===== config.mk =====
export PLATFORM = sky130hd
export DESIGN_NAME = multicycle_ctrl
export DESIGN_NICKNAME = d
export VERILOG_FILES = /design/src/rtl/mc_pkg.sv /design/src/rtl/mc_alu_dec.sv /design/src/rtl/multicycle_ctrl.sv
export SDC_FILE = /design/constraint.sdc
export NUM_CORES = 1
export LEC_CHECK = 0
export BUFFER_PORTS_ARGS = -buffer_cell sky130_fd_sc_hd__buf_2
export CORE_MARGIN = 10
export CORE_UTILIZATION = 49
export CTS_BUF_LIST = sky130_fd_sc_hd__clkbuf_4
export DETAILED_ROUTE_END_ITERATION = 8
export PLACE_DENSITY = 0.87
export SKIP_CTS_REPAIR_TIMING = 1
export SLEW_MARGIN = 20
export SYNTH_ARGS = -nofsm -noshare
export SYNTH_HDL_FRONTEND = slang
export SYNTH_HIERARCHICAL = 1
export SYNTH_SLANG_ARGS = --single-unit

===== constraint.sdc =====
create_clock -name clk -period 2.2 [get_ports clk]
set_input_delay 0.11 -clock clk [delete_from_list [all_inputs] [get_ports clk]]
set_output_delay 0.11 -clock clk [all_outputs]
set_load 0.02 [all_outputs]

===== src/rtl/mc_pkg.sv =====
// Shared encodings for the multi-cycle MIPS control FSM.
package mc_pkg;

  localparam int ST_BITS = 4;

  // FSM state encoding; also exported on the debug state port.
  typedef enum logic [ST_BITS-1:0] {
    S_FETCH  = 4'd0,
    S_DECODE = 4'd1,
    S_MEMADR = 4'd2,
    S_MEMRD  = 4'd3,
    S_MEMWB  = 4'd4,
    S_MEMWR  = 4'd5,
    S_REXE   = 4'd6,
    S_RWB    = 4'd7,
    S_BRANCH = 4'd8,
    S_IEXE   = 4'd9,
    S_IWB    = 4'd10,
    S_JUMP   = 4'd11
  } state_e;

  // Opcodes (IR[31:26])
  localparam logic [5:0] OP_R    = 6'b000000;
  localparam logic [5:0] OP_LW   = 6'b100011;
  localparam logic [5:0] OP_SW   = 6'b101011;
  localparam logic [5:0] OP_BEQ  = 6'b000100;
  localparam logic [5:0] OP_ADDI = 6'b001000;
  localparam logic [5:0] OP_J    = 6'b000010;

  // R-type function codes (IR[5:0])
  localparam logic [5:0] FN_ADD = 6'b100000;
  localparam logic [5:0] FN_SUB = 6'b100010;
  localparam logic [5:0] FN_AND = 6'b100100;
  localparam logic [5:0] FN_OR  = 6'b100101;
  localparam logic [5:0] FN_SLT = 6'b101010;

  // ALU operation codes
  localparam logic [2:0] ALU_ADD = 3'b000;
  localparam logic [2:0] ALU_SUB = 3'b001;
  localparam logic [2:0] ALU_AND = 3'b010;
  localparam logic [2:0] ALU_OR  = 3'b011;
  localparam logic [2:0] ALU_SLT = 3'b100;

  // ALU B-operand select
  localparam logic [1:0] SRCB_B       = 2'b00;
  localparam logic [1:0] SRCB_FOUR    = 2'b01;
  localparam logic [1:0] SRCB_IMM     = 2'b10;
  localparam logic [1:0] SRCB_IMM_SH2 = 2'b11;

  // PC next-value select
  localparam logic [1:0] PCSRC_ALU    = 2'b00;
  localparam logic [1:0] PCSRC_ALUOUT = 2'b01;
  localparam logic [1:0] PCSRC_JUMP   = 2'b10;

endpackage


===== src/rtl/mc_alu_dec.sv =====
// R-type function field to ALU operation decoder; valid=0 flags an unsupported func.
module mc_alu_dec
  import mc_pkg::*;
(
  input  logic [5:0] func,
  output logic [2:0] alu_op,
  output logic       valid
);

  // Map func to ALU op; unknown codes leave alu_op at add and drop valid
  always_comb begin
    alu_op = ALU_ADD;
    valid  = 1'b1;
    case (func)
      FN_ADD:  alu_op = ALU_ADD;
      FN_SUB:  alu_op = ALU_SUB;
      FN_AND:  alu_op = ALU_AND;
      FN_OR:   alu_op = ALU_OR;
      FN_SLT:  alu_op = ALU_SLT;
      default: valid  = 1'b0;
    endcase
  end

endmodule


===== src/rtl/multicycle_ctrl.sv =====
// Moore control FSM sequencing the multi-cycle MIPS datapath
// (fetch / decode / execute / memory / writeback) with a shared ALU and memory.
module multicycle_ctrl
  import mc_pkg::*;
#(
  parameter int STATE_W = 4,
  parameter int DATA_W  = 32
) (
  input  logic               clk,
  input  logic               rst,
  input  logic [5:0]         op,
  input  logic [5:0]         func,
  input  logic               zero,
  input  logic               mem_ready,
  output logic               pc_en,
  output logic [1:0]         pc_src,
  output logic               i_or_d,
  output logic               mem_read,
  output logic               mem_write,
  output logic               ir_write,
  output logic               reg_dst,
  output logic               mem_to_reg,
  output logic               reg_write,
  output logic               alu_src_a,
  output logic [1:0]         alu_src_b,
  output logic [2:0]         alu_op,
  output logic               instr_done,
  output logic               illegal,
  output logic [STATE_W-1:0] state
);

  // The jump target {PC[31:28],IR[25:0],2'b00} only makes sense for a 32-bit datapath.
  if (DATA_W != 32) begin : g_bad_data_w
    $error("multicycle_ctrl: DATA_W must be 32");
  end

  state_e     state_q, state_d;
  logic [2:0] dec_alu_op;
  logic       dec_valid;

  mc_alu_dec u_alu_dec (
    .func   (func),
    .alu_op (dec_alu_op),
    .valid  (dec_valid)
  );

  // State register with synchronous reset to FETCH
  always_ff @(posedge clk) begin
    if (rst) state_q <= S_FETCH;
    else     state_q <= state_d;
  end

  // Next-state and per-state strobes; reset forces every strobe low so an
  // aborted instruction never writes the PC, register file or memory.
  always_comb begin
    state_d    = state_q;
    pc_en      = 1'b0;
    pc_src     = PCSRC_ALU;
    i_or_d     = 1'b0;
    mem_read   = 1'b0;
    mem_write  = 1'b0;
    ir_write   = 1'b0;
    reg_dst    = 1'b0;
    mem_to_reg = 1'b0;
    reg_write  = 1'b0;
    alu_src_a  = 1'b0;
    alu_src_b  = SRCB_B;
    alu_op     = ALU_ADD;
    instr_done = 1'b0;
    illegal    = 1'b0;
    if (rst) begin
      state_d = S_FETCH;
    end else begin
      case (state_q)
        S_FETCH: begin
          mem_read  = 1'b1;
          alu_src_b = SRCB_FOUR;
          if (mem_ready) begin
            ir_write = 1'b1;
            pc_en    = 1'b1;
            state_d  = S_DECODE;
          end
        end
        S_DECODE: begin
          // Precompute the branch target into ALUOut while decoding.
          alu_src_b = SRCB_IMM_SH2;
          case (op)
            OP_LW, OP_SW: state_d = S_MEMADR;
            OP_R:         state_d = S_REXE;
            OP_BEQ:       state_d = S_BRANCH;
            OP_ADDI:      state_d = S_IEXE;
            OP_J:         state_d = S_JUMP;
            default: begin
              illegal    = 1'b1;
              instr_done = 1'b1;
              state_d    = S_FETCH;
            end
          endcase
        end
        S_MEMADR: begin
          alu_src_a = 1'b1;
          alu_src_b = SRCB_IMM;
          state_d   = (op == OP_SW) ? S_MEMWR : S_MEMRD;
        end
        S_MEMRD: begin
          mem_read = 1'b1;
          i_or_d   = 1'b1;
          if (mem_ready) state_d = S_MEMWB;
        end
        S_MEMWB: begin
          reg_write  = 1'b1;
          mem_to_reg = 1'b1;
          instr_done = 1'b1;
          state_d    = S_FETCH;
        end
        S_MEMWR: begin
          mem_write = 1'b1;
          i_or_d    = 1'b1;
          if (mem_ready) begin
            instr_done = 1'b1;
            state_d    = S_FETCH;
          end
        end
        S_REXE: begin
          alu_src_a = 1'b1;
          alu_src_b = SRCB_B;
          alu_op    = dec_alu_op;
          if (dec_valid) begin
            state_d = S_RWB;
          end else begin
            illegal    = 1'b1;
            instr_done = 1'b1;
            state_d    = S_FETCH;
          end
        end
        S_RWB: begin
          reg_write  = 1'b1;
          reg_dst    = 1'b1;
          instr_done = 1'b1;
          state_d    = S_FETCH;
        end
        S_BRANCH: begin
          alu_src_a  = 1'b1;
          alu_src_b  = SRCB_B;
          alu_op     = ALU_SUB;
          pc_src     = PCSRC_ALUOUT;
          pc_en      = zero;
          instr_done = 1'b1;
          state_d    = S_FETCH;
        end
        S_IEXE: begin
          alu_src_a = 1'b1;
          alu_src_b = SRCB_IMM;
          state_d   = S_IWB;
        end
        S_IWB: begin
          reg_write  = 1'b1;
          instr_done = 1'b1;
          state_d    = S_FETCH;
        end
        S_JUMP: begin
          pc_src     = PCSRC_JUMP;
          pc_en      = 1'b1;
          instr_done = 1'b1;
          state_d    = S_FETCH;
        end
        default: state_d = S_FETCH;
      endcase
    end
  end

  assign state = STATE_W'(state_q);

endmodule


; Word level (Yosys, flattened, before mapping)
; Cells that the tools add are included.
; W data, S select, Z words.
[word_totals]
word_cells = 77
out_inout_bits = 22
input_bits = 16
reg_bits = 4
[classes]
n_eq_ne = 24
muxes = 40
reduce_logical = 12
[ops]
columns = op, count
row1 = $eq A6 B6 Y1 const B, 7
row2 = $pmux W4 S7, 1
row3 = $mux W1, 23
row4 = $pmux W4 S5, 1
row5 = $eq A4 B3 Y1 const B, 4
row6 = $eq A4 B4 Y1 const B, 4
row7 = $mux W4, 3
row8 = $pmux W3 S4, 1
row9 = $reduce_or A5 Y1, 2
row10 = $mux W3, 3
row11 = $eq A4 B2 Y1 const B, 2
row12 = $reduce_or A2 Y1, 4
row13 = $eq A6 B2 Y1 const B, 1
row14 = $eq A6 B3 Y1 const B, 1
row15 = $eq A6 B4 Y1 const B, 1
row16 = $logic_not A6 Y1, 1
row17 = $ne A2 B2 Y1 const B, 3
row18 = $pmux W2 S3, 1
row19 = $pmux W3 S2, 1
row20 = $reduce_or A6 Y1, 1
row21 = $eq A4 B1 Y1 const B, 1
row22 = $logic_not A4 Y1, 1
row23 = $mux W2, 2
row24 = $pmux W1 S4, 1
row25 = other kinds (6), 6

; Longest topological paths before layout
; Gate-level depths: netlist (run 1).
[depth]
word_depth = 6
ltp_mapped = 6

; By module
; Netlist (run 1), hierarchy kept.
[by_module_without_submodules]
columns = module, area_each_um2, cells_per_inst, n_inst
row1 = multicycle_ctrl, 614.3, 94, 1
row2 = mc_alu_dec, 83.8, 10, 1

; Worst setup path before layout (run 1)
; OpenSTA, ideal clock, no wires.
[synth_path]
kind = reg-to-output
start = register state_q[1] (netlist: state[1])
end = output port illegal
slack_ns = 0.595
stages_incl_launch_ff = 3
arrival_ns = 1.495
n_path_buf = 0
cell_sequence = dfxtp_1 -> or3b_4 -> o31ai_1
[synth_between]
elab_chain_cells = 3
word_cells_on_any_way = 4
classes_between = eq/ne: 2 / mux: 2
[synth_rtl]
columns = item, line
row1 = "start, declared", multicycle_ctrl.sv:37  ; state_e state_q, state_d;
row2 = "start signal, assigned", multicycle_ctrl.sv:50  ; else state_q <= state_d;
row3 = $eq A4 B3 Y1 or $eq A4 B1 Y1 (tied branches), multicycle_ctrl.sv:74  ; case (state_q)
row4 = $pmux W1 S2 *, multicycle_ctrl.sv:74
row5 = $mux W1 *, multicycle_ctrl.sv:71  ; if (rst) begin
row6 = "end, declared", multicycle_ctrl.sv:28  ; output logic illegal,
; Every way passes the cells marked *; elsewhere a longest branch is shown, timed or not.

; Worst setup path in the final report (run 1)
[layout_path]
start = register state_q[1] (netlist: state[1])
end = output port instr_done
[layout_between]
elab_chain_cells = 4
word_cells_on_any_way = 11
classes_between = eq/ne: 8 / mux: 2 / reduce/logical: 1
[layout_rtl]
columns = item, line
row1 = $eq A4 B4 Y1 or $eq A4 B3 Y1 (tied branches), multicycle_ctrl.sv:74
row2 = $reduce_or A5 Y1 (no source line), --
row3 = $pmux W1 S4 *, multicycle_ctrl.sv:74
row4 = $mux W1 *, multicycle_ctrl.sv:71
row5 = "end, declared", multicycle_ctrl.sv:27  ; output logic instr_done,
; Marks and branches as above.

==> reports/summary.md, run 1 <==
The deepest level of the CTS H-tree is 1, and the upper clock frequency limit is 0.528 GHz. After synthesis, the share of cell area in mux cells is 1.61%. At the pin with the least slew margin, the transition time is 0.560 ns.

After synthesis the cells add up to 698 um2. The floorplan step set the die height to 57.7 um. The worst setup path is captured at an output port.

In this run, flip-flops and latches consume 30.7% of the power. The floorplan step defined a die boundary enclosing 3330 um2. In this run, the number of DRC markers left after iteration 0 of detailed routing was 38.

The layout has 140 filler cells. For this configuration, the core starts out at a cell density of 53.0%. The simple logic cell fraction of the synthesized area was 52.2%. After clock tree synthesis, the clock-pin slew on the worst setup and hold paths is 0.04 ns. The number of port buffers is 37, and the residual DRC count is 0.

TritonCTS built the clock tree. The tools report the clock latency of the later-clocked register in the worst-skew pair as 0.23 ns. The number of cells on the worst hold path is 2. The fraction of final layout cells with drive strength greater than 1 was 34.1%. The async set-or-reset flop fraction in the synthesized netlist is 0%, and the number of buffers on the longest clock path is 2. The element type at the critical path start is a flip-flop. The flow ran to the end, and the final reports show no timing, DRC or antenna violations.

The internal portion of the total power is 174 uW. In this run switching power makes up 34.2% of total power. Setup violations remaining at the end of the flow were counted as 0. In the detailed route, the total length drawn on met3 is 195 um. The worst supply voltage drop on vdd is 0.000193 V, and the count of yosys warnings during synthesis is 6. The average footprint of a synthesized cell came out at 6.71 um2. The logs give 2.09 ns for the required arrival time at the worst endpoint and 1320 um2 for the area inside the core boundary. The overall overflow remaining after global route is 0.

Counting every instance in the synthesized netlist gives 104. The worst endpoint data arrival time is 1.78 ns, and the routed length per instance is 15.0 um. The largest fanout of any net on the critical path is 17. Adding up every negative setup slack in the final design gives 0 ns. The HPWL after detailed placement is 1790 um. The detailed-route vias per instance is 6.05, and the final setup skew is 0.00123 ns.

Summed over all nets, the switching power comes to 90.4 uW. The count of final hold-check violations is 0. The tools report the clock root buffer as clkbuf_4. Dividing total power by cell area gives a power density of 298 nW/um2.

The post-synthesis register bit count is 4, and the TritonCTS sink count is 4. The top cell types in the final layout, fill and taps aside, are 37 x buf_2, 10 x nor3_1, 10 x nor2_1. The first TritonRoute pass finished after 4 iterations.

The count of nets after finishing is 156, and the share of total power in the clock network is 33.5%. The instance count after placement with tap cells included was 150. In the global route stage, overall resource usage came out at 13.0%.

Synthesis instantiated 44 different standard cells from the library. The die is 57.7 um wide. The final routed wirelength across all metal layers is 2300 um. The highest layer touched by signal routing is met4. In this run, CTS created clock tree buffers numbering 3. When the netlist entered floorplanning its net count stood at 120.

In the final layout, the multi-input gates occupy 571 um2. Max-cap violations in this run came to 0. Commonest non-fill, non-tap cell in the layout: buf_2. The clock period minus worst slack was 1.89 ns.

The critical path is of the flip-flop to output port type. The via count is 926. The area used by sequential logic in the layout is 80.1 um2. The dominant register cell in the synthesized netlist was dfxtp_1.

The combinational family with the most area after synthesis is simple AND/OR/NAND/NOR gates. The finished layout holds 153 standard cells, fillers aside. The first global-routing pass estimated 3770 um of wire. 38 I/O pins were placed. The number of max-slew violations in the final report is 0.

The cell count of the worst reg-to-reg path came out at 3. Kind of path behind the tightest hold check: primary input to flip-flop. Setup repair after global routing left no endpoint under its margin. Compared with the post-synthesis result, the final layout area differs by 27.2%.

The congestion estimate from routability-driven global placement came to 0.971. The number of enable flip-flop cells after synthesis is 0, and the fraction of the yosys area taken by sequential cells is 11.5%. The worst slew margin relative to its limit was 62.6%.

The final antenna diode count was 0. For the initial antenna violation count, the log shows 0. The synthesized netlist devotes 3.76% of its cell area to XOR and XNOR gates. Of the total synthesized cell area, the portion taken by full adders, half adders and majority gates is 0%. The flip-flop count of the largest register after layout works out to 4. The site row count is 13, and the via count of the first global-routing pass is 861. The routed design uses 1130 um of met2 wire.

Of the available clock period, the critical path in the final layout requires 86.0%. Combinational logic burns 35.9% of the power. Summing the areas of all compound-gate instances in the mapped netlist gives 24.2% of the synthesized area. For the wire length on met1, the log shows 951 um.

The detail route stage leaves a number of antenna-violating nets equal to 0. The static leakage was 0.394 nW; the pin count of the biggest net entering global routing was 19.
synthesized netlist by cell type (2+ instances only):
library cell,instances,area share [%]
o22ai_1,2,1.8
nor3_1,10,7.2
buf_2,4,2.9
nor4_1,4,3.6
nand3_1,3,2.1
a31oi_1,2,1.8
inv_1,3,1.6
a21oi_1,4,2.9
o21ai_0,6,4.3
dfxtp_1,4,11
nand3b_1,2,2.1
xor2_1,2,2.5
nand2b_1,7,6.3
nand4_1,2,1.8
nor2b_1,3,2.7
nand2_1,5,2.7
nor3b_1,2,2.1
and3_1,3,2.7
and2_1,2,1.8
nor2_1,10,5.4
stage by stage:
step | cell area (um2) | worst slack, ns | util, % | hold WS (ns) | total power, mW
3_5_place_dp | 866 | 0.556 | 65.7 | 0.454 | 0.176
6_report | 888 | 0.308 | 67.4 | 0.231 | 0.265
2_1_floorplan | 698 | 0.595 | - | 0.285 | 0.141
5_1_grt | 888 | 0.156 | 67.4 | 0.245 | 0.283
4_1_cts | 888 | 0.299 | 67.4 | 0.211 | 0.267
3_3_place_gp | 866 | 0.554 | 65.7 | 0.447 | 0.173
power groups by stage:
stage | sequential, mW | clock (mW) | combinational, mW
after floorplan | 0.0797 | 0 | 0.0609
after global placement | 0.0821 | 0 | 0.0911
after detailed placement | 0.0821 | 0 | 0.0938
after CTS | 0.0810 | 0.0921 | 0.0943
after global routing | 0.0820 | 0.0964 | 0.105
final | 0.0812 | 0.0885 | 0.0948
worst max-delay path: stages (launching register included):
cell and delay [ns]:
dfxtp_1 0.63, or3b_4 0.48, nor3_1 0.14, a31oi_1 0.06, nand2_1 0.07, buf_2 0.16
cells by family after synthesis:
| kind of cell | after synthesis |
|---|---|
| and+or+nand+nor | 62 |
| muxes | 1 |
| DFF | 4 |
| AOI/OAI and AO/OA | 25 |
| buffers and inverters | 9 |
| xor gates and xnor gates | 3 |
area by class of cell:
type	count	area share, %
timing repair buffer	37	20.8
clock buffer	3	2.54
inverter	3	1.27
multi-input combinational	91	64.2
tap	15	2.11
sequential	4	9.01
routing by layer:
metal  track usage [%]  vias up
li1                  -      458
met1              13.8      423
met2              24.2       43
met3              3.05        2
met4              4.03        0
met5                 0        -
path summary, 6_finish.rpt:
kind | start | end | slack (ns)
worst min-delay path | rst | state[0]$_SDFFE_PP0P_ | 0.23
worst min register to register | state[3]$_SDFFE_PP0P_ | state[0]$_SDFFE_PP0P_ | 0.77
worst max-delay path | state[1]$_SDFFE_PP0P_ | instr_done | 0.31
worst max register to register | state[0]$_SDFFE_PP0P_ | state[0]$_SDFFE_PP0P_ | 0.66
(Power assumes the default switching activity.)
==> run 2, diff against run 1 <==
--- a/config.mk
+++ b/config.mk
@@ -7,10 +7,11 @@
 export LEC_CHECK = 0
 export BUFFER_PORTS_ARGS = -buffer_cell sky130_fd_sc_hd__buf_2
 export CORE_MARGIN = 10
-export CORE_UTILIZATION = 49
+export CORE_UTILIZATION = 41
 export CTS_BUF_LIST = sky130_fd_sc_hd__clkbuf_4
+export CTS_CLUSTER_SIZE = 20
 export DETAILED_ROUTE_END_ITERATION = 8
-export PLACE_DENSITY = 0.87
+export PLACE_DENSITY = 0.77
 export SKIP_CTS_REPAIR_TIMING = 1
 export SLEW_MARGIN = 20
 export SYNTH_ARGS = -nofsm -noshare
==> constraint.sdc (replaced) <==
create_clock -name clk -period 1.7 [get_ports clk]
set_input_delay 0.34 -clock clk [delete_from_list [all_inputs] [get_ports clk]]
set_output_delay 0.34 -clock clk [all_outputs]
set_load 0.02 [all_outputs]
==> run 2 against run 1 <==
  * The run now ends with setup timing left
  * Count of clock-buffer cells in the layout unchanged
  * Sequential power increased by 19%
  * Largest power group unchanged
  * Non-clock buffer count increased by 21
==> reports/summary.md, run 2 (same netlist as run 1, synthesis figures left out) <==
The routed length per instance is 15.9 um (+5.7%), and the clock period minus worst slack is 1.77 ns. The count of final setup violators was 5 (+5). For the final non-filler cell area, the log shows 1220 um2 (+38%). The slowest stage of the critical path is the or3b_4 cell.

For the final routed wirelength across all metal layers, the log shows 2780 um (+21%). The detailed-route vias per instance was 5.71 (-5.6%). The tools report the worst supply voltage drop on vdd as 0.000395 V (+100%). The cell count of the worst reg-to-reg path was 5 (+2); the worst endpoint data arrival time was 1.43 ns (-0.35 ns).

The worst slew margin relative to its limit was 78.5% (+16 points). The required arrival time at the worst endpoint was 1.36 ns (-0.73 ns); the deepest level of the CTS H-tree was 1 (unchanged). Pin count of the biggest net entering global routing: 12 (-7).

First-pass GRT wire length: 3930 um (+4.0%). Setup repair after global routing could not meet its margin everywhere. The final weighted congestion in routability-driven placement is 0.972 (+0.10%).

The worst register-to-register path ends at state[2]$_SDFFE_PP0P_. The via count was 1000 (+8.0%). The post-route clock period utilization works out to 104%. The run gives 0.538 nW (+36%) as the static leakage. The run gives -0.0745 ns (-0.382 ns) as the final setup slack of the worst path. The count of nets after finishing is 177 (+13%).

The kind of path behind the tightest hold check was primary input to flip-flop. The worst hold slack is 0.404 ns (+0.173 ns), and the antenna violation net count after detailed routing is 0 (unchanged). Residual DRC count: 0 (unchanged). The power density over cell area is 321 nW/um2 (+7.6%), and the worst-margin pin slew is 0.322 ns (-0.238 ns). The via count of the first global-routing pass is 909 (+5.6%), and the post-DP HPWL is 2130 um (+19%). The logs give 14 (+1) for the site row count and 0 (unchanged) for the max-cap violation count.

The largest fanout of any net on the critical path was 6 (-11). For hold timing, the worst endpoint is state[0]$_SDFFE_PP0P_. The startpoint of the lowest-slack hold path was rst. Overall overflow remaining after global route: 0 (unchanged). On the critical path the largest part of the delay comes from simple AND/OR/NAND/NOR gates. The tools report the upper clock frequency limit as 0.564 GHz. The total track usage was 13.0% (+0.067 points); the fraction of final layout cells with drive strength greater than 1 was 56.6% (+23 points). The final setup skew was 0.00292 ns (+0.00169 ns). The starting density of the core came out at 44.8% (-8.2 points). The commonest non-fill, non-tap cell in the layout was buf_2. The final reports fail on setup timing. The TritonCTS sink count came out at 4 (unchanged). The reg2reg setup slack is 0.33 ns (-0.33 ns). The post-CTS clock slew at the launch and capture registers of the worst setup and hold paths was 0.04 ns (about the same); the detailed-router iteration count before antenna repair was 4 (unchanged).

The type of the worst setup path is flip-flop to output port. The tools report the clock root buffer as clkbuf_4. The number of buffers on the longest clock path was 2 (unchanged). The die height is 61.3 um (+6.1%), and the number of max-slew violations in the final report is 0 (unchanged). The number of cells on the worst hold path is 2 (unchanged). The run finished, with violations left. The number of buffers and inverters on the critical path works out to 1 (unchanged). The count of final hold-check violations was 0 (unchanged). Horizontal die dimension: 61.3 um (+6.1%). Leaving out fill and tap cells, the most frequent cells in the layout are 28 x buf_2, 25 x buf_4, 8 x nor2_1.

The number of design-rule violations left by the first detailed-router iteration was 34 (-11%); the clock latency of the later-clocked register in the worst-skew pair was 0.23 ns (about the same). The startpoint identified for the worst register-to-register timing path is state[2]$_SDFFE_PP0P_. The critical path goes through or3b_4 > nor3_4 > a31oi_1 > nand2_1 > buf_6. The minimum setup slack after placement is -0.136 ns (-0.692 ns), and the number of port buffers is 37 (unchanged).

The tools report the die area as 3750 um2 (+13%). For the placed instance area, the log shows 1020 um2 (+18%). The number of buffers inserted during clock tree synthesis came out at 3 (unchanged).

The run gives 0 (unchanged) as the final antenna diode count. I/O pin count: 38 (unchanged). Compared with the post-synthesis result, the final layout area differs by 75.4%. The flip-flop count of the largest register after layout was 4 (unchanged); the initial antenna violation count was 0 (unchanged). The capturing element type of the critical path was an output port. The worst setup path is launched from a flip-flop. The area inside the core boundary was 1560 um2 (+18%).

The delay of the slowest cell on the worst path works out to 0.44 ns (-0.19 ns). TritonCTS built the clock tree.
==> run 2: final cells by class <==
cell class,instances,area [um2]
fillers,116,334
multi-input cells,91,692
flip-flops and latches,4,95.1
repair buffers,58,384
clock buffers,3,22.5
inverters,3,11.3
well taps,16,20.0
==> run 2: where the power goes <==
group,internal [mW],switching [mW]
Clock,0.0791,0.0410
Sequential,0.0915,0.00492
Combinational,0.0826,0.0935
==> run 2: worst max path at each step <==
stage,depth (start not counted),end,slack [ns],from
after global placement,6,alu_op[0],-0.06,func[2]
after CTS,5,instr_done,-0.32,state[1]$_SDFFE_PP0P_
after floorplan,3,i_or_d,-0.01,state[0]$_SDFFE_PP0P_
after global routing,5,instr_done,-0.13,state[1]$_SDFFE_PP0P_
after detailed placement,7,instr_done,-0.14,func[2]
final,5,instr_done,-0.07,state[1]$_SDFFE_PP0P_
==> run 2: per-layer routing <==
metal	vias up	track usage [%]	wire [um]
li1	499	-	-
met1	461	13.8	1110
met2	37	24.9	1440
met3	3	3.70	198
met4	0	2.61	35
met5	-	0	0
==> run 2: stage by stage <==
step                      TNS (ns)  cells  total power [mW]  util (%)
after global routing        -0.773    175             0.409      78.6
after detailed placement    -0.321    169             0.253      65.6
after CTS                    -1.85    172             0.371      67.0
after global placement      -0.108    169             0.249      65.6
after floorplan            -0.0237    104             0.185         -
final                       -0.301    175             0.393      78.6
==> run 2: worst register-to-register path, stage by stage (launching register included) <==
cell	delay [ns]
dfxtp_4	0.37
buf_4	0.15
nor3_1	0.28
nand2_1	0.09
o32ai_1	0.22
a31o_1	0.18
==> run 3, diff against run 2 <==
--- a/config.mk
+++ b/config.mk
@@ -6,12 +6,13 @@
 export NUM_CORES = 1
 export LEC_CHECK = 0
 export BUFFER_PORTS_ARGS = -buffer_cell sky130_fd_sc_hd__buf_2
-export CORE_MARGIN = 10
+export CORE_MARGIN = 1.5
 export CORE_UTILIZATION = 41
 export CTS_BUF_LIST = sky130_fd_sc_hd__clkbuf_4
 export CTS_CLUSTER_SIZE = 20
 export DETAILED_ROUTE_END_ITERATION = 8
 export PLACE_DENSITY = 0.77
+export SETUP_SLACK_MARGIN = 0.5
 export SKIP_CTS_REPAIR_TIMING = 1
 export SLEW_MARGIN = 20
 export SYNTH_ARGS = -nofsm -noshare
==> run 3 against run 2 <==
  * The run now fails in global routing (5_1_grt)
  * Synthesized cell count unchanged
  * Synthesized area unchanged
==> reports/summary.md, run 3 <==
The horizontal die dimension came out at 44.3 um (-28%). The deepest level of the CTS H-tree is 1 (unchanged), and the number of port buffers is 37 (unchanged). Simple logic cell fraction of the synthesized area: 52.2% (unchanged). The average footprint of a synthesized cell came out at 6.71 um2 (unchanged). When the global-route repair_timing finished, the worst setup path ended at instr_done. The I/O pin count came out at 38 (unchanged).

The post-synthesis register bit count is 4 (unchanged), and the TritonCTS sink count is 4 (unchanged). The instance count after placement with tap cells included is 168 (-0.59%). Ranked by instance count, the synthesized netlist is headed by 10 x nor2_1, 10 x nor3_1, 7 x nand2b_1, 6 x o21ai_0, 5 x nand2_1. The post-synthesis share of cell area spent on xor and xnor gates works out to 3.76% (unchanged). The tool reported: "[ERROR DPL-0038] Utilization greater than 100%, impossible to legalize".

The run gives 14 (unchanged) as the site row count. The gate count of the mapped netlist was 104 (unchanged); the post-synth net total was 120 (unchanged). For the fraction of the yosys area taken by sequential cells, the log shows 11.5% (unchanged).

The failing step is global routing (5_1_grt). The number of enable flip-flop cells after synthesis is 0 (unchanged). The clock root buffer is clkbuf_4. The final weighted congestion in routability-driven placement is 0.880 (-9.5%), and the pin count of the biggest net entering global routing is 15. After the last repair the worst path ends at an output port.

The logs give 45.3% (+0.51 points) for the starting density of the core and 3 (unchanged) for the number of buffers inserted during clock tree synthesis. The flow did not finish. The share of the synthesized area in the top cell type is 11.5% (unchanged). The combinational family with the most area after synthesis was simple AND/OR/NAND/NOR gates. The dominant register cell in the synthesized netlist was dfxtp_1.

The count of yosys warnings during synthesis is 6 (unchanged), and the multiplexer share of the synthesized area is 1.61% (unchanged). For the number of distinct library cell variants in the gate-level netlist after synthesis, the log shows 44 (unchanged). Number of buffers on the longest clock path: 2 (unchanged). The post-DP HPWL came out at 1830 um (-14%). Ranked by total cell area, the synthesized netlist is headed by dfxtp_1 11%, nor3_1 7.2%, nand2b_1 6.3%. The largest total area in the synthesized netlist belongs to dfxtp_1. The tools report the synthesized cell area as 698 um2 (unchanged). The post-synthesis compound-gate area fraction works out to 24.2% (unchanged).

The area share of fa/ha/maj cells after synthesis is 0% (unchanged), and the async set-or-reset flop fraction in the synthesized netlist is 0% (unchanged). The die height is 44.3 um (-28%).
[run 3: cell counts after synthesis]
No cell type changed its count.
[run 3: logic make-up after synthesis]
kind of cell / Yosys count
muxes: 1
buffers and inverters: 9
and+or+nand+nor: 62
DFF: 4
xor gates and xnor gates: 3
AOI/OAI and AO/OA: 25
[run 3: through the flow]
stage / setup WS, ns / utilization, % / area [um2] / setup TNS (ns)
4_1_cts: -0.180 / 78.5 / 1210 / -1.32
3_5_place_dp: -0.0305 / 77.0 / 1190 / -0.0305
3_3_place_gp: -0.0209 / 77.0 / 1190 / -0.0209
2_1_floorplan: 0.141 / - / 912 / 0
==> run 4, diff against run 3 <==
--- a/config.mk
+++ b/config.mk
@@ -6,13 +6,10 @@
 export NUM_CORES = 1
 export LEC_CHECK = 0
 export BUFFER_PORTS_ARGS = -buffer_cell sky130_fd_sc_hd__buf_2
-export CORE_MARGIN = 1.5
-export CORE_UTILIZATION = 41
-export CTS_BUF_LIST = sky130_fd_sc_hd__clkbuf_4
-export CTS_CLUSTER_SIZE = 20
+export CORE_AREA = 2 2 63 65
 export DETAILED_ROUTE_END_ITERATION = 8
-export PLACE_DENSITY = 0.77
-export SETUP_SLACK_MARGIN = 0.5
+export DIE_AREA = 0 0 65 67
+export PLACE_DENSITY_LB_ADDON = 0.15
 export SKIP_CTS_REPAIR_TIMING = 1
 export SLEW_MARGIN = 20
 export SYNTH_ARGS = -nofsm -noshare
==> constraint.sdc (replaced) <==
create_clock -name clk -period 2.2 [get_ports clk]
set_input_delay 0.44 -clock clk [delete_from_list [all_inputs] [get_ports clk]]
set_output_delay 0.44 -clock clk [all_outputs]
set_load 0.02 [all_outputs]
==> run 4 against run 3 <==
  * The run now ends clean
==> reports/summary.md, run 4 (same netlist as run 1, synthesis figures left out) <==
The run finished with clean final reports. After the first detailed-routing iteration, the DRC count stood at 12. Of the cells placed in the final design, the portion with a size suffix greater than 1 is 36.4%. The tools report the initial antenna violation count as 0. Site row count: 22 (+8). In the layout the commonest cells are 37 x buf_2, 10 x nor3_1, 10 x nor2_1. The tools report the static leakage as 0.429 nW. The count of final hold-check violations is 0, and the synthesis-to-layout area growth is 41.2%.

For this run, the top clock speed supported by timing is 0.475 GHz. The first TritonRoute pass finished after 4 iterations. The number of max-slew violations in the final report is 0. The summed negative setup slack over all endpoints is 0 ns, and the first-pass GRT wire length is 4030 um. The library cell used most frequently in the layout, excluding fill and tap cells, is buf_2. The run gives 0.000184 V as the worst supply voltage drop on vdd.

Setup violations remaining at the end of the flow were counted as 0. Global routing consumed, over all layers together, 11.9% of the routing resources. The number of buffers on the longest clock path came out at 2 (unchanged). The worst slew margin relative to its limit was 65.2%; the TritonCTS sink count was 4 (unchanged). In the final routed layout, each cell accounts on average for 12.6 um. Entering global routing, the biggest net connects 17 pins. For hold timing, the worst endpoint is state[0]$_SDFFE_PP0P_. After floorplanning, the core was sized to cover 3610 um2. The run gives 161 as the count of nets after finishing.

For the via count of the first global-routing pass, the log shows 913. For the clock latency of the later-clocked register in the worst-skew pair, the log shows 0.22 ns. For the worst setup path, the data required time is 1.76 ns. Number of cells on the worst hold path: 2. The run gives 188 (+12%) as the instance count after placement with tap cells included.

The type of the worst setup path was flip-flop to output port. The post-route clock period utilization was 95.8%; the largest fanout of any net on the critical path was 12. Summed over all layers, the routed wires come to 2410 um. The critical register-to-register path endpoint is state[2]$_SDFFE_PP0P_. The post-CTS clock slew at the launch and capture registers of the worst setup and hold paths was 0.03 ns.

The worst register-to-register path has a setup slack of 0.82 ns. STA classifies the critical path endpoint as an output port. The detailed router placed 925 vias in this run. Worst endpoint data arrival time: 1.67 ns. In this run the critical register-to-register path is launched from state[1]$_SDFFE_PP0P_. In this run the worst hold path is classified as primary input to flip-flop. The clock root buffer is clkbuf_8.

The final weighted congestion in routability-driven placement is 0.762 (-13%), and the I/O pin count is 38 (unchanged). The final antenna diode count was 0; the cell count of the worst reg-to-reg path was 3. The overall overflow remaining after global route is 0. The tools report the starting density of the core as 19.4% (-26 points). The tools report the deepest level of the CTS H-tree as 1 (unchanged).

Fill cells in the final layout number 431. The die height is 67 um (+51%), and the clock period minus worst slack is 2.11 ns. The worst hold path begins at rst. The register with the most flip-flops in the layout has 4 of them.

The overall power consumption was 339 uW. Max-cap violations in this run came to 0. TritonCTS built the clock tree. Setup repair after global routing left no endpoint under its margin. The element type at the critical path start is a flip-flop.

The tools report the post-DP HPWL as 1860 um (+1.8%). The final non-filler cell total is 191, and the antenna violation net count after detailed routing is 0. The detailed-route vias per instance was 4.84; the horizontal die dimension was 65 um (+47%). The number of port buffers is 37 (unchanged).

The worst-margin pin slew came out at 0.522 ns. The final setup skew was 0.000124 ns. The die covers 4360 um2. Power spread over the standard cell area amounts to 344 nW/um2. The number of buffers inserted during clock tree synthesis is 3 (unchanged), and the residual DRC count is 0.
==> run 4: power by group <==
| group | switching (mW) | total, mW | internal (mW) |
|---|---|---|---|
| Sequential | 0.00448 | 0.0791 | 0.0746 |
| Combinational | 0.0585 | 0.0998 | 0.0413 |
| Clock | 0.0429 | 0.160 | 0.117 |
==> run 4: layout make-up <==
class | instances | area (um2) | share of cell area [%]
Sequential cell | 4 | 80.1 | 8.12
Timing Repair Buffer | 42 | 223 | 22.6
Tap cell | 48 | 60.1 | 6.09
Inverter | 3 | 11.3 | 1.14
Multi-Input combinational cell | 91 | 571 | 57.9
Clock buffer | 3 | 41.3 | 4.19
==> run 4: critical path, stage by stage, from the launching register on <==
cell and delay (ns):
dfxtp_1 0.54, or3b_4 0.47, nor3_1 0.15, a31oi_1 0.06, nand2_1 0.07, buf_2 0.15
==> run 4: metal layers <==
metal  track usage, %  vias to the layer above  routed length, um
li1                 -                      470                  -
met1             14.5                      422               1090
met2             20.0                       28               1140
met3             2.53                        5                135
met4             5.59                        0                 47
met5                0                        -                  0
==> run 4: worst max-delay path by stage <==
stage | from | end | cells after the start
3_5_place_dp | func[2] | instr_done | 7
3_3_place_gp | func[2] | instr_done | 7
4_1_cts | state[1]$_SDFFE_PP0P_ | instr_done | 5
5_1_grt | state[0]$_SDFFE_PP0P_ | instr_done | 5
2_1_floorplan | rst | illegal | 3
6_report | state[1]$_SDFFE_PP0P_ | instr_done | 5
==> run 4: stage by stage <==
step	cell area [um2]	hold WS, ns	util (%)	setup slack (ns)
finish	986	0.563	27.3	0.0928
CTS	986	0.570	27.3	0.0933
floorplan	698	0.615	-	0.251
global route	986	0.595	27.3	0.00150
detailed placement	945	0.765	26.2	0.207
global placement	945	0.778	26.2	0.230
